`src/rtl/wbdualarb.sv`:
```
// wbdualarb: two-master / one-slave arbiter for a pipelined wishbone bus.
//
// Ownership is granted per bus cycle (cyc). A grant is never preempted:
// the non-owner waits until the owner drops cyc. Simultaneous requests
// from IDLE go to the master that did not own the bus last (round-robin).
// The arbiter counts outstanding requests so the owner can be stalled
// before the counter wraps. A watchdog aborts a cycle whose slave has
// stopped answering.
//
// Handshake: a request transfers on a clock edge where o_wb_stb is high
// and the owner's stall is low. The slave answers each request with
// exactly one i_wb_ack or aborts the cycle with i_wb_err. Responses go
// only to the current owner, and only while it still holds cyc.
//
// Ports
//   i_clk, i_reset         clock, asynchronous active-high reset
//   i_a_* / o_a_*          master A wishbone port (cyc, stb, we, addr,
//                          data, sel in; ack, stall, err, data out)
//   i_b_* / o_b_*          master B wishbone port, same set as A
//   o_wb_* / i_wb_*        shared slave wishbone port
//   o_dbg_state            current FSM state (IDLE=0, OWN_A=1, OWN_B=2,
//                          ABORT=3)
module wbdualarb #(
  parameter int AW      = 32,
  parameter int DW      = 32,
  parameter int LGOUT   = 5,
  parameter int TIMEOUT = 1023
) (
  input  logic            i_clk,
  input  logic            i_reset,
  // master A
  input  logic            i_a_cyc,
  input  logic            i_a_stb,
  input  logic            i_a_we,
  input  logic [AW-1:0]   i_a_addr,
  input  logic [DW-1:0]   i_a_data,
  input  logic [DW/8-1:0] i_a_sel,
  output logic            o_a_ack,
  output logic            o_a_stall,
  output logic            o_a_err,
  output logic [DW-1:0]   o_a_data,
  // master B
  input  logic            i_b_cyc,
  input  logic            i_b_stb,
  input  logic            i_b_we,
  input  logic [AW-1:0]   i_b_addr,
  input  logic [DW-1:0]   i_b_data,
  input  logic [DW/8-1:0] i_b_sel,
  output logic            o_b_ack,
  output logic            o_b_stall,
  output logic            o_b_err,
  output logic [DW-1:0]   o_b_data,
  // slave
  output logic            o_wb_cyc,
  output logic            o_wb_stb,
  output logic            o_wb_we,
  output logic [AW-1:0]   o_wb_addr,
  output logic [DW-1:0]   o_wb_data,
  output logic [DW/8-1:0] o_wb_sel,
  input  logic            i_wb_ack,
  input  logic            i_wb_stall,
  input  logic            i_wb_err,
  input  logic [DW-1:0]   i_wb_data,
  // debug
  output logic [1:0]      o_dbg_state
);

  typedef enum logic [1:0] {
    IDLE  = 2'd0,
    OWN_A = 2'd1,
    OWN_B = 2'd2,
    ABORT = 2'd3
  } state_t;

  localparam int WDW = (TIMEOUT > 1) ? $clog2(TIMEOUT + 1) : 1;
  localparam logic [WDW-1:0]   WD_LAST  = (TIMEOUT == 0) ? '0 : WDW'(TIMEOUT - 1);
  localparam logic [LGOUT-1:0] NOUT_MAX = '1;

  // last_owner: 0 = A, 1 = B
  state_t           state, state_nxt;
  logic             last_owner, last_nxt;
  logic [LGOUT-1:0] nout, nout_nxt;
  logic [WDW-1:0]   wd, wd_nxt;

  logic             own_a, own_b, owned;
  logic             m_cyc, m_stb, m_we;
  logic [AW-1:0]    m_addr;
  logic [DW-1:0]    m_data;
  logic [DW/8-1:0]  m_sel;
  logic             m_stall, m_ack, m_err;
  logic             nout_full, wd_fire, accept;

  assign own_a = (state == OWN_A);
  assign own_b = (state == OWN_B);
  assign owned = own_a | own_b;

  // Owner's request signals; only meaningful while owned.
  assign m_cyc  = own_b ? i_b_cyc  : i_a_cyc;
  assign m_stb  = own_b ? i_b_stb  : i_a_stb;
  assign m_we   = own_b ? i_b_we   : i_a_we;
  assign m_addr = own_b ? i_b_addr : i_a_addr;
  assign m_data = own_b ? i_b_data : i_a_data;
  assign m_sel  = own_b ? i_b_sel  : i_a_sel;

  assign nout_full = (nout == NOUT_MAX);

  // The watchdog reaches TIMEOUT on this cycle: the counter already holds
  // TIMEOUT-1 and this cycle is another silent one.
  assign wd_fire = (TIMEOUT != 0) && owned && m_cyc && (nout != '0) &&
                   !i_wb_ack && !i_wb_err && (wd == WD_LAST);

  assign accept = o_wb_stb && !m_stall;

  assign o_dbg_state = state;

  // Bus outputs
  always_comb begin
    o_wb_cyc  = 1'b0;
    o_wb_stb  = 1'b0;
    o_wb_we   = 1'b0;
    o_wb_addr = '0;
    o_wb_data = '0;
    o_wb_sel  = '0;
    o_a_ack   = 1'b0;
    o_a_err   = 1'b0;
    o_a_stall = 1'b1;
    o_a_data  = '0;
    o_b_ack   = 1'b0;
    o_b_err   = 1'b0;
    o_b_stall = 1'b1;
    o_b_data  = '0;
    m_stall   = 1'b1;
    m_ack     = 1'b0;
    m_err     = 1'b0;

    if (owned) begin
      o_a_data = i_wb_data;
      o_b_data = i_wb_data;
      if (wd_fire) begin
        // Abort: report the error to the owner and release the slave.
        m_err = 1'b1;
      end else begin
        o_wb_cyc  = m_cyc;
        o_wb_stb  = m_cyc & m_stb;
        o_wb_we   = m_we;
        o_wb_addr = m_addr;
        o_wb_data = m_data;
        o_wb_sel  = m_sel;
        m_stall   = i_wb_stall | nout_full;
        m_ack     = i_wb_ack & m_cyc;
        m_err     = i_wb_err & m_cyc;
      end
    end

    if (own_a) begin
      o_a_stall = m_stall;
      o_a_ack   = m_ack;
      o_a_err   = m_err;
    end
    if (own_b) begin
      o_b_stall = m_stall;
      o_b_ack   = m_ack;
      o_b_err   = m_err;
    end
  end

  // Next state
  always_comb begin
    state_nxt = state;
    last_nxt  = last_owner;
    nout_nxt  = nout;
    wd_nxt    = wd;

    case (state)
      IDLE: begin
        nout_nxt = '0;
        wd_nxt   = '0;
        if (i_a_cyc && i_b_cyc)
          state_nxt = last_owner ? OWN_A : OWN_B;
        else if (i_a_cyc)
          state_nxt = OWN_A;
        else if (i_b_cyc)
          state_nxt = OWN_B;
      end

      OWN_A, OWN_B: begin
        if (!m_cyc) begin
          // Responses still in flight for the abandoned cycle are dropped.
          state_nxt = IDLE;
          last_nxt  = own_b;
          nout_nxt  = '0;
          wd_nxt    = '0;
        end else if (wd_fire) begin
          state_nxt = ABORT;
          last_nxt  = own_b;
          nout_nxt  = '0;
          wd_nxt    = '0;
        end else if (i_wb_err) begin
          nout_nxt = '0;
          wd_nxt   = '0;
        end else begin
          if (accept && !i_wb_ack)
            nout_nxt = nout + LGOUT'(1);
          else if (!accept && i_wb_ack && (nout != '0))
            nout_nxt = nout - LGOUT'(1);

          if ((TIMEOUT != 0) && (nout != '0) && !i_wb_ack)
            wd_nxt = wd + WDW'(1);
          else
            wd_nxt = '0;
        end
      end

      ABORT: begin
        nout_nxt = '0;
        wd_nxt   = '0;
        // last_owner already names the aborted master.
        if (!(last_owner ? i_b_cyc : i_a_cyc))
          state_nxt = IDLE;
      end

      default: state_nxt = IDLE;
    endcase
  end

  always_ff @(posedge i_clk or posedge i_reset) begin
    if (i_reset) begin
      state      <= IDLE;
      last_owner <= 1'b1;
      nout       <= '0;
      wd         <= '0;
    end else begin
      state      <= state_nxt;
      last_owner <= last_nxt;
      nout       <= nout_nxt;
      wd         <= wd_nxt;
    end
  end

endmodule

```
`config.mk`:
```
export PLATFORM = sky130hd
export DESIGN_NAME = wbdualarb
export DESIGN_NICKNAME = d
export VERILOG_FILES = /design/src/rtl/wbdualarb.sv
export SDC_FILE = /design/constraint.sdc
export NUM_CORES = 1
export LEC_CHECK = 0
export ABC_AREA = 1
export CAP_MARGIN = 10
export CORE_AREA = 2 2 126 128
export DETAILED_ROUTE_END_ITERATION = 12
export DIE_AREA = 0 0 128 130
export PLACE_DENSITY_LB_ADDON = 0.15
export SYNTH_ARGS = -nofsm -noshare
export SYNTH_HDL_FRONTEND = slang
export SYNTH_SLANG_ARGS = --single-unit
```
`constraint.sdc`:
```
create_clock -name i_clk -period 3.2 [get_ports i_clk]
set_input_delay 0.32 -clock i_clk [delete_from_list [all_inputs] [get_ports i_clk]]
set_output_delay 0.32 -clock i_clk [all_outputs]
set_load 0.03 [all_outputs]
```
* After elaboration in Yosys (flattened, before gate mapping)
Index checks and enable logic that the tools add are counted.
** Word-level totals
- Word-level logic and storage cells :: 96
- Bits in registers :: 18
** Cells by class
- Eq/ne operators :: 10
- Bitwise logic cells :: 5
- $add $sub $neg :: 3
- Multiplexer cells :: 53
- Reductions and logical operators :: 21
** Operator list (count)
- $mux W32 :: 7
- $mux W10 :: 4
- $mux W5 :: 5
- $mux W1 :: 24
- $pmux W10 S2 :: 1
- $mux W2 :: 7
- $mux W4 :: 3
- $logic_and A1 B1 Y1 :: 11
- $add A10 B1 Y10 const B :: 1
- $eq A10 B10 Y1 const B :: 1
- $pmux W5 S2 :: 1
- $ne A6 B6 Y1 const B :: 1
- $pmux W2 S3 :: 1
- $add A5 B1 Y5 const B :: 1
- $eq A5 B5 Y1 const B :: 1
- $reduce_bool A5 Y1 :: 1
- $sub A5 B1 Y5 const B :: 1
- $eq A2 B2 Y1 const B :: 2
- $logic_not A1 Y1 :: 4
- $ne A4 B4 Y1 const B :: 1
- $reduce_or A2 Y1 :: 2
- $and A1 B1 Y1 :: 3
- $ne A3 B3 Y1 const B :: 1
- $reduce_and A3 Y1 :: 1
- other kinds (6) :: 7

* Logic depth before layout (Yosys ltp)
Gate-level depths: netlist of the first run.
- Depth in word-level cells :: 20
- Gate-level depth with buffers :: 17
- Mapped depth without buffers :: 17

* Worst setup path before layout of the first run
Ideal clock, no wire load.
- Kind :: register to register
- Start :: register state[0] (netlist: o_dbg_state[0])
- End :: register nout[4]
- Cell stages (with the launch flop) :: 17
- Data arrival time :: 2.690 ns
- Setup time :: 0.118 ns
- Required time :: 3.082 ns
- Buffers on the path :: 1
- Path slack :: 0.392 ns
- Cells stage by stage :: dfrtp_1 inv_1 ha_1 buf_4 inv_2 or2_4 nor2_4 nand4_4 fa_1 nand3_1 nand2_1 xor2_1 inv_1 nand2_1 nand2_1 nand2_1 nand2_1
** On the way
- Word-level cells in the longest chain between the ends :: 17
** RTL lines
- from (decl) :: line 80 : state_t state, state_nxt;
- from (signal assigned) :: line 233 : state <= state_nxt;
- $eq A2 B1 Y1 / $eq A2 B2 Y1 (equally long branches) :: line 93, 174, 94
- $or A1 B1 Y1 / $mux W1 (equally long branches) :: line 95, 98
- $logic_and A1 B1 Y1 (3 in series) :: line 109 : assign wd_fire = (TIMEOUT != 0) && owned && m_cyc && (nout != '0) &&
- $logic_and A1 B1 Y1 (2 in series) :: line 110 : !i_wb_ack && !i_wb_err && (wd == WD_LAST);
- $mux W1 :: line 139 : if (wd_fire) begin
- $mux W1 :: line 136 : if (owned) begin
- $logic_not A1 Y1 :: line 112 : assign accept = o_wb_stb && !m_stall;
- $logic_and A1 B1 Y1 :: line 112
- $logic_and A1 B1 Y1 :: line 202 : if (accept && !i_wb_ack)
- $mux W5 :: line 202
- $mux W5 :: line 198 : end else if (i_wb_err) begin
- $mux W5 :: line 193 : end else if (wd_fire) begin
- $mux W5 :: line 187 : if (!m_cyc) begin
- $pmux W5 S2 :: line 174 : case (state)
- to (signal assigned) :: line 235 : nout <= nout_nxt;
- to (decl) :: line 82 : logic [LGOUT-1:0] nout, nout_nxt;
Several ways; a longest one is shown, not always the timed one.
A chain may end at the register's enable or synchronous reset.

* Final worst setup path of the first run
- Start :: register state[0] (netlist: o_dbg_state[0])
- End :: output port o_wb_data[18]
** On the way
- Word-level cells in the longest chain between the ends :: 9
** RTL lines
- $eq A2 B2 Y1 * :: line 94 : assign own_b = (state == OWN_B);
- named net own_b :: line 85 : logic own_a, own_b, owned;
- $or A1 B1 Y1 / $mux W1 (equally long branches) :: line 95, 98
- $logic_and A1 B1 Y1 (3 in series) :: line 109
- $logic_and A1 B1 Y1 (2 in series) :: line 110
- $mux W32 :: line 139
- $mux W32 * :: line 136
- to (decl) :: line 58 : output logic [DW-1:0] o_wb_data,
The timed path passes the listed nets; every way through them passes the cells marked *.

==> summary.md, run 1 <==
| Metric | Value |
|---|---|
| Worst skew pair latency | `between 0.2 and 0.3 ns` |
| Dominant cells by area after synthesis | `o211ai_1 14%, inv_1 14%, or2_2 14%` |
| Ratio of cells with drive above 1 in the final layout | `24.3%` |
| Comb power frac | `roughly 93%` |
| Ant diodes | `0` |
| Die height | `around 130 um` |
| Area Overhead vs Synth | `105%` |
| Pins over their slew limit | `0` |
| Syn Std Cell Area | `about 3200 sq um` |
| Register-to-register setup slack | `0.39 ns` |
| Cell accounting for the most synthesized area | `o211ai_1` |
| CTS tree | `yes` |
| Initial antenna violation count | `0` |
| Iteration-0 DRC count of the detailed router | `~150` |
| Total Power | `~8 mW` |
| Initial Utilization | `between 20% and 30%` |
| Routed Antenna Nets | `0` |
| #FFs+latches synth | `18` |
| Tmin final | `about 3.0 ns` |
| RR Endpoint | `nout[4]$_DFFE_PP0P_` |
| Vias post-DR | `approximately 4200` |
| Reg2reg start | `o_dbg_state[0]$_DFFE_PP0P_` |
| Most Used Layer, Global Route | `met2` |
| Detailed-router iteration count before antenna repair | `5` |
| Crit path required time | `roughly 2.9 ns` |
| WP data arrival | `~2.6 ns` |
| Largest net degree at the start of global routing | `63` |
| Seq pwr share | `approximately 3.4%` |
| Final setup fails | `0` |
| Status | `finished, final reports clean` |
| Grt total ovfl | `0` |
| GR met3 Demand/Resource | `4.22%` |
| DRC viols | `0` |
| Post-CTS resize count | `0` |
| Internal power | `around 3.4 mW` |
| Clk_skew | `0.00422 ns` |
| # hold bufs at CTS | `0` |
| Post-synth top area share | `14.4%` |
| Crit path kind | `flip-flop to output port` |
| # H-tree levels | `1` |
| Worst R2R Path Depth | `15` |
| Vias/cell | `between 4 and 5` |
| Slew @ Worst Pin | `between 0.7 and 0.8 ns` |
| Distinct cells, synth | `34` |
| Fillers | `roughly 1600` |
| FP Rows | `46` |
| Switching Share | `between 50% and 60%` |
| Crit path launch | `o_dbg_state[0]$_DFFE_PP0P_` |
| Routed len/inst | `around 16 um` |
| Top achievable clock speed | `338 MHz` |
| M2 GR Usage | `approximately 30%` |
| Fin nets | `between 900 and 1000` |
| Postcts setup bufs | `0` |
| TNS Setup | `0 ns` |
| Core area | `about 15000 sq um` |
| Average size of a mapped cell | `about 6.4 sq um` |
| DP Wirelength | `12700 um` |
| HP Class | `input pin to asynchronous set/reset pin` |
| Post-synthesis sequential area ratio | `between 10 and 15%` |
| Sw Pwr | `4.66 mW` |
| Number of hold violations in the final report | `0` |
| Routability Congestion | `a little under 0.9` |
| Total GRT Usage | `16.7%` |
| Post-Syn Instances | `around 490` |
| Detailed Route WL | `15600 um` |
| Final worst-path cycle share | `just over 90%` |
| PD cells | `between 1000 and 1500 nW/um^2` |
| Worst-path clk slew | `~0.06 ns` |
| Die ar. | `roughly 17000 sq um` |
| Met1 usage | `21.5%` |
| Syn Nets | `between 600 and 700` |
| Max_cap viols | `0` |
| CTS Buf Count | `3` |
| Clk buf depth | `2` |
| I/O pin cnt | `~320` |
| Critical Path Start Type | `flip-flop` |
| Max FO, Critical Path | `38` |
| Die X | `128 um` |
| Vias in the first global route | `3879` |
| First-pass GRT wire length | `between 20000 and 25000 um` |
| Ys Warns | `0` |
| # clock sinks | `18` |
| Unrepaired setup endpoints after global routing | `no` |
| Critical path endpoint category | `output port` |
| Slew Limit Headroom | `about half` |
| Clk pwr share | `between 3 and 4%` |
| Worst ir drop on vdd | `approximately 0.00069 V` |
| PortBufs | `321` |
| Root Buffer | `clkbuf_16` |
| Leak pwr | `between 3 and 4 nW` |
worst max-delay path by stage:
stage | to | slack [ns] | cells after the start
floorplan | nout[4]$_DFFE_PP0P_ | 0.39 | 16
global placement | nout[4]$_DFFE_PP0P_ | 0.48 | 15
detailed placement | nout[4]$_DFFE_PP0P_ | 0.41 | 15
CTS | o_wb_data[18] | 0.22 | 12
global route | o_wb_data[18] | 0.04 | 12
finish | o_wb_data[18] | 0.24 | 12
registers in the layout, summed over array words and instances (netlist names):
| name | count |
|---|---|
| last_owner | 1 |
| o_dbg_state | 2 |
| nout | 5 |
| wd | 10 |
metrics by stage:
step	hold slack, ns	cells	utilization, %	worst slack, ns	area [sq um]
finish	0.496	959	42.1	0.242	6490
global route	0.549	959	42.1	0.0410	6490
detailed placement	0.504	955	41.5	0.406	6400
floorplan	0.258	494	-	0.392	3170
global placement	0.494	955	41.5	0.485	6400
CTS	0.512	959	42.1	0.216	6490
critical path: stages, from the launching register on:
cell      delay, ns
dfrtp_1        0.43
inv_1          0.12
ha_2           0.29
nand2_1        0.10
o21ai_1        0.13
nor2_2         0.09
nand3_2        0.13
inv_2          0.07
nor2_4         0.09
buf_4          0.42
o211ai_1       0.22
inv_1          0.16
buf_12         0.13
logic make-up after synthesis:
| kind of cell | share of synthesized area (%) |
|---|---|
| compound gates | 21.2 |
| xor+xnor | 2.49 |
| fa+ha+maj | 4.58 |
| buf+inv | 26.1 |
| flops | 14.2 |
| simple gates | 31.4 |
area by class of cell:
| cell class | instances | area (sq um) | share of cell area [%] |
|---|---|---|---|
| repair buffers | 327 | 3350 | 51.7 |
| multi-input cells | 295 | 1890 | 29.2 |
| clock buffers | 4 | 88.8 | 1.37 |
| inverters | 123 | 462 | 7.12 |
| well taps | 192 | 240 | 3.70 |
| flip-flops and latches | 18 | 452 | 6.96 |
power by group through the flow:
| stage | Clock (mW) | Combinational, mW | Sequential [mW] |
|---|---|---|---|
| floorplan | 0 | 4.54 | 0.300 |
| global placement | 0 | 7.53 | 0.278 |
| detailed placement | 0 | 7.57 | 0.280 |
| CTS | 0.292 | 7.60 | 0.277 |
| global route | 0.299 | 7.94 | 0.281 |
| finish | 0.284 | 7.52 | 0.278 |
layout by cell type, fill, tap and decap left out, types with 9 or more instances in the layout:
master,Yosys,final
ha_1,10,9
clkdlybuf4s50_1,0,248
buf_12,0,22
or2_2,69,69
nand2_1,65,65
dfrtp_1,17,17
o211ai_2,10,10
o211ai_1,61,61
inv_1,115,115
nor2_1,25,25
buf_4,34,57
cells in the mapped netlist:
cell        n
inv_1     115
or2_2      69
nand2_1    65
o211ai_1   61
buf_4      34
nor2_1     25
dfrtp_1    17
clkbuf_1   16
ha_1       10
o211ai_2   10
inv_2       8
nand4_1     8
nand3_1     7
a21oi_1     6
o21ai_0     6
xor2_1      6
buf_2       5
nor2_2      3
nor2_4      3
xnor2_1     3
buf_6       2
nand2_2     2
nor3_1      2
a21boi_1    1
a21oi_4     1
buf_1       1
dfstp_2     1
fa_1        1
nand3_2     1
nand4_2     1
nand4_4     1
nor3b_2     1
o21ai_1     1
or2_4       1
per-layer routing:
layer | part of all wire, % | routed length [um]
met5 | 0 | 0
met2 | 50 | 7730
met4 | 0.38 | 59
met3 | 8.6 | 1350
met1 | 41 | 6440
(Power assumes the default switching activity.)
==> run 2: changes to the inputs <==
- ABC_AREA: 1 -> unset
- CORE_AREA: 2 2 126 128 -> 2 2 125 127
- DIE_AREA: 0 0 128 130 -> 0 0 127 129
==> summary.md, run 2 <==
| Metric | Value |
|---|---|
| Routability Congestion | `0.818 (-6.2%)` |
| CTS tree | `yes` |
| Fin nets | `822 (-14%)` |
| Distinct cells, synth | `39 (+15%)` |
| Fin Hold WS | `0.483 ns (-0.0138 ns)` |
| Critical path endpoint category | `output port` |
| # H-tree levels | `1 (unchanged)` |
| Iteration-0 DRC count of the detailed router | `162 (+11%)` |
| Detailed-router iteration count before antenna repair | `4 (-1)` |
| Fin worst setup slack | `0.144 ns (-0.0978 ns)` |
| Fillers | `1516 (-5.0%)` |
| Post-synth ARST share | `100% (unchanged)` |
| Commonest cells post-synth | `88 x nor2_1, 73 x mux2i_1, 34 x and2_1` |
| Die height | `129 um (-0.77%)` |
| Most common cell after layout, fill and taps aside | `clkdlybuf4s50_1` |
| Grt total ovfl | `0 (unchanged)` |
| Routed len/inst | `19.0 um (+17%)` |
| Initial antenna violation count | `2 (+2)` |
| Vias post-DR | `3419 (-19%)` |
| Die X | `127 um (-0.78%)` |
| Initial Utilization | `18.2% (-2.4 points)` |
| Final worst-path cycle share | `95.5% (+3.1 points)` |
| Total GRT Usage | `17.2% (+0.49 points)` |
| EDFF count, synth | `0 (unchanged)` |
| Routed Antenna Nets | `0 (unchanged)` |
| Core area | `15000 sq um (-2.9%)` |
| Worst-path clk slew | `0.05 ns (about the same)` |
| Critical Path Start Type | `flip-flop` |
| Leak pwr | `2.88 nW (-8.7%)` |
| Area Overhead vs Synth | `122%` |
| Max_cap viols | `0 (unchanged)` |
| Worst ir drop on vdd | `0.000527 V (-23%)` |
| # hold bufs at CTS | `0 (unchanged)` |
| Post-synthesis sequential area ratio | `16.6% (+2.3 points)` |
| Dominant cells by area after synthesis | `mux2i_1 27%, dfrtp_1 16%, nor2_1 12%` |
| TNS Setup | `0 ns (unchanged)` |
| # clock sinks | `18 (unchanged)` |
| Final setup fails | `0 (unchanged)` |
| Cell accounting for the most synthesized area | `mux2i_1` |
| CTS Buf Count | `3 (unchanged)` |
| Ys flop type | `dfrtp_1` |
| I/O pin cnt | `322 (unchanged)` |
| DP Wirelength | `13300 um (+4.5%)` |
| Slew @ Worst Pin | `0.702 ns (-0.0424 ns)` |
| Largest register by flop count | `wd` |
| Crit path kind | `flip-flop to output port` |
| Clk_skew | `0.00443 ns (+0.000202 ns)` |
| Post-Syn Instances | `354 (-28%)` |
| Pins over their slew limit | `0 (unchanged)` |
| Max reg flops | `10 (unchanged)` |
| Max FO, Critical Path | `51 (+34%)` |
| First-pass GRT wire length | `21400 um (-2.9%)` |
| Non-Filler Instances | `821 (-14%)` |
| Pre-CTS setup slack | `0.0937 ns (-0.313 ns)` |
| Tmin final | `3.06 ns (+0.0978 ns)` |
| Top achievable clock speed | `327 MHz (-3.2%)` |
| WP data arrival | `2.74 ns (+0.10 ns)` |
| Post-CTS resize count | `0 (unchanged)` |
| Largest net degree at the start of global routing | `70 (+11%)` |
| Vias/cell | `4.16 (-5.3%)` |
| Detailed Route WL | `15600 um (+0.12%)` |
| Placed cell count | `815 (-15%)` |
| DRC viols | `0 (unchanged)` |
| Crit path required time | `2.88 ns (about the same)` |
| Average size of a mapped cell | `7.69 sq um (+20%)` |
| Die ar. | `16400 sq um (-1.5%)` |
| PortBufs | `321 (unchanged)` |
| Ratio of cells with drive above 1 in the final layout | `8.24% (-16 points)` |
| Clk buf depth | `2 (unchanged)` |
| Syn Std Cell Area | `2720 sq um (-14%)` |
| Status | `finished, final reports clean` |
| PD cells | `1040 nW/um^2 (-16%)` |
| Number of hold violations in the final report | `0 (unchanged)` |
| Ys Warns | `0 (unchanged)` |
| Register-to-register setup slack | `0.20 ns (-0.19 ns)` |
| Root Buffer | `clkbuf_16` |
| Syn Nets | `544 (-20%)` |
| Slew Limit Headroom | `53.2% (+2.8 points)` |
| Worst skew pair latency | `0.25 ns (about the same)` |
| Post-synth top area share | `26.8% (+12 points)` |
| FP Rows | `45 (-2.2%)` |
| #FFs+latches synth | `18 (unchanged)` |
| Most frequent cells in the layout | `252 x clkdlybuf4s50_1, 87 x nor2_1, 73 x mux2i_1, 38 x dlymetal6s2s_1, 35 x buf_4` |
| Most instantiated library cell after synthesis | `nor2_1` |
| Vias in the first global route | `3346 (-14%)` |
| Postcts setup bufs | `0 (unchanged)` |
| HP Class | `input pin to asynchronous set/reset pin` |
| Unrepaired setup endpoints after global routing | `no` |
-- run 2: path summary, 6_finish.rpt --
path,cells after the start,to,from
min,2,nout[3]$_DFFE_PP0P_,i_reset
max reg2reg,10,nout[4]$_DFFE_PP0P_,nout[1]$_DFFE_PP0P_
min in group i_clk,1,wd[0]$_DFF_PP0_,wd[0]$_DFF_PP0_
min reg2reg,1,wd[0]$_DFF_PP0_,wd[0]$_DFF_PP0_
max,9,o_wb_data[22],wd[0]$_DFF_PP0_
max in group asynchronous,2,wd[5]$_DFF_PP0_,i_reset
-- run 2: cells by family (layout without fill, tap and decap cells) --
| kind of cell | Yosys count | after routing | share of synthesized area, % |
|---|---|---|---|
| buffers and inverters | 61 | 338 | 13.5 |
| other | 0 | 2 | 0 |
| AND/OR/NAND/NOR | 155 | 155 | 26.6 |
| multiplexers | 77 | 77 | 28.5 |
| flip-flops | 18 | 18 | 16.6 |
| XOR/XNOR | 11 | 11 | 3.54 |
| AO/OA/AOI/OAI | 21 | 21 | 5.97 |
| adder cells (fa/ha/maj) | 11 | 11 | 5.33 |
-- run 2: metal layers --
| metal | up-vias | global-route usage, % | share of wire [%] |
|---|---|---|---|
| met4 | 0 | 2.59 | 0.52 |
| met3 | 6 | 6.82 | 11 |
| met1 | 1545 | 22.8 | 43 |
| met2 | 151 | 27.2 | 46 |
| li1 | 1717 | - | - |
| met5 | - | 0 | 0 |
-- run 2: final cells by class --
type	count	area, sq um	area share, %
Timing Repair Buffer	327	3300	54.7
Clock buffer	4	88.8	1.47
Multi-Input combinational cell	275	1930	31.9
Tap cell	188	235	3.90
Antenna cell	2	5.00	0.0829
Sequential cell	18	452	7.48
Inverter	7	26.3	0.435
-- run 2: critical path: stages, from the launching register on --
cell and delay (ns):
dfrtp_1 0.41, inv_1 0.07, ha_1 0.14, nand4_1 0.08, or4_1 0.55, o31ai_4 0.33, buf_12 0.27, buf_4 0.28
nor2_1 0.14, buf_4 0.19
-- run 2: through the flow --
stage | area, sq um | util [%] | power, mW
final | 6040 | 40.3 | 6.28
after global routing | 6030 | 40.3 | 6.62
after CTS | 5930 | 39.6 | 6.39
after detailed placement | 5840 | 39.0 | 6.08
after global placement | 5840 | 39.0 | 6.08
after floorplan | 2730 | - | 3.91
-- run 2: power by group --
part / internal [mW] / switching [mW] / total (mW) / leakage, nW
registers: 0.257 / 0.0340 / 0.291 / 0.245
clock network: 0.190 / 0.0811 / 0.271 / 0.0442
logic: 2.23 / 3.49 / 5.72 / 2.59
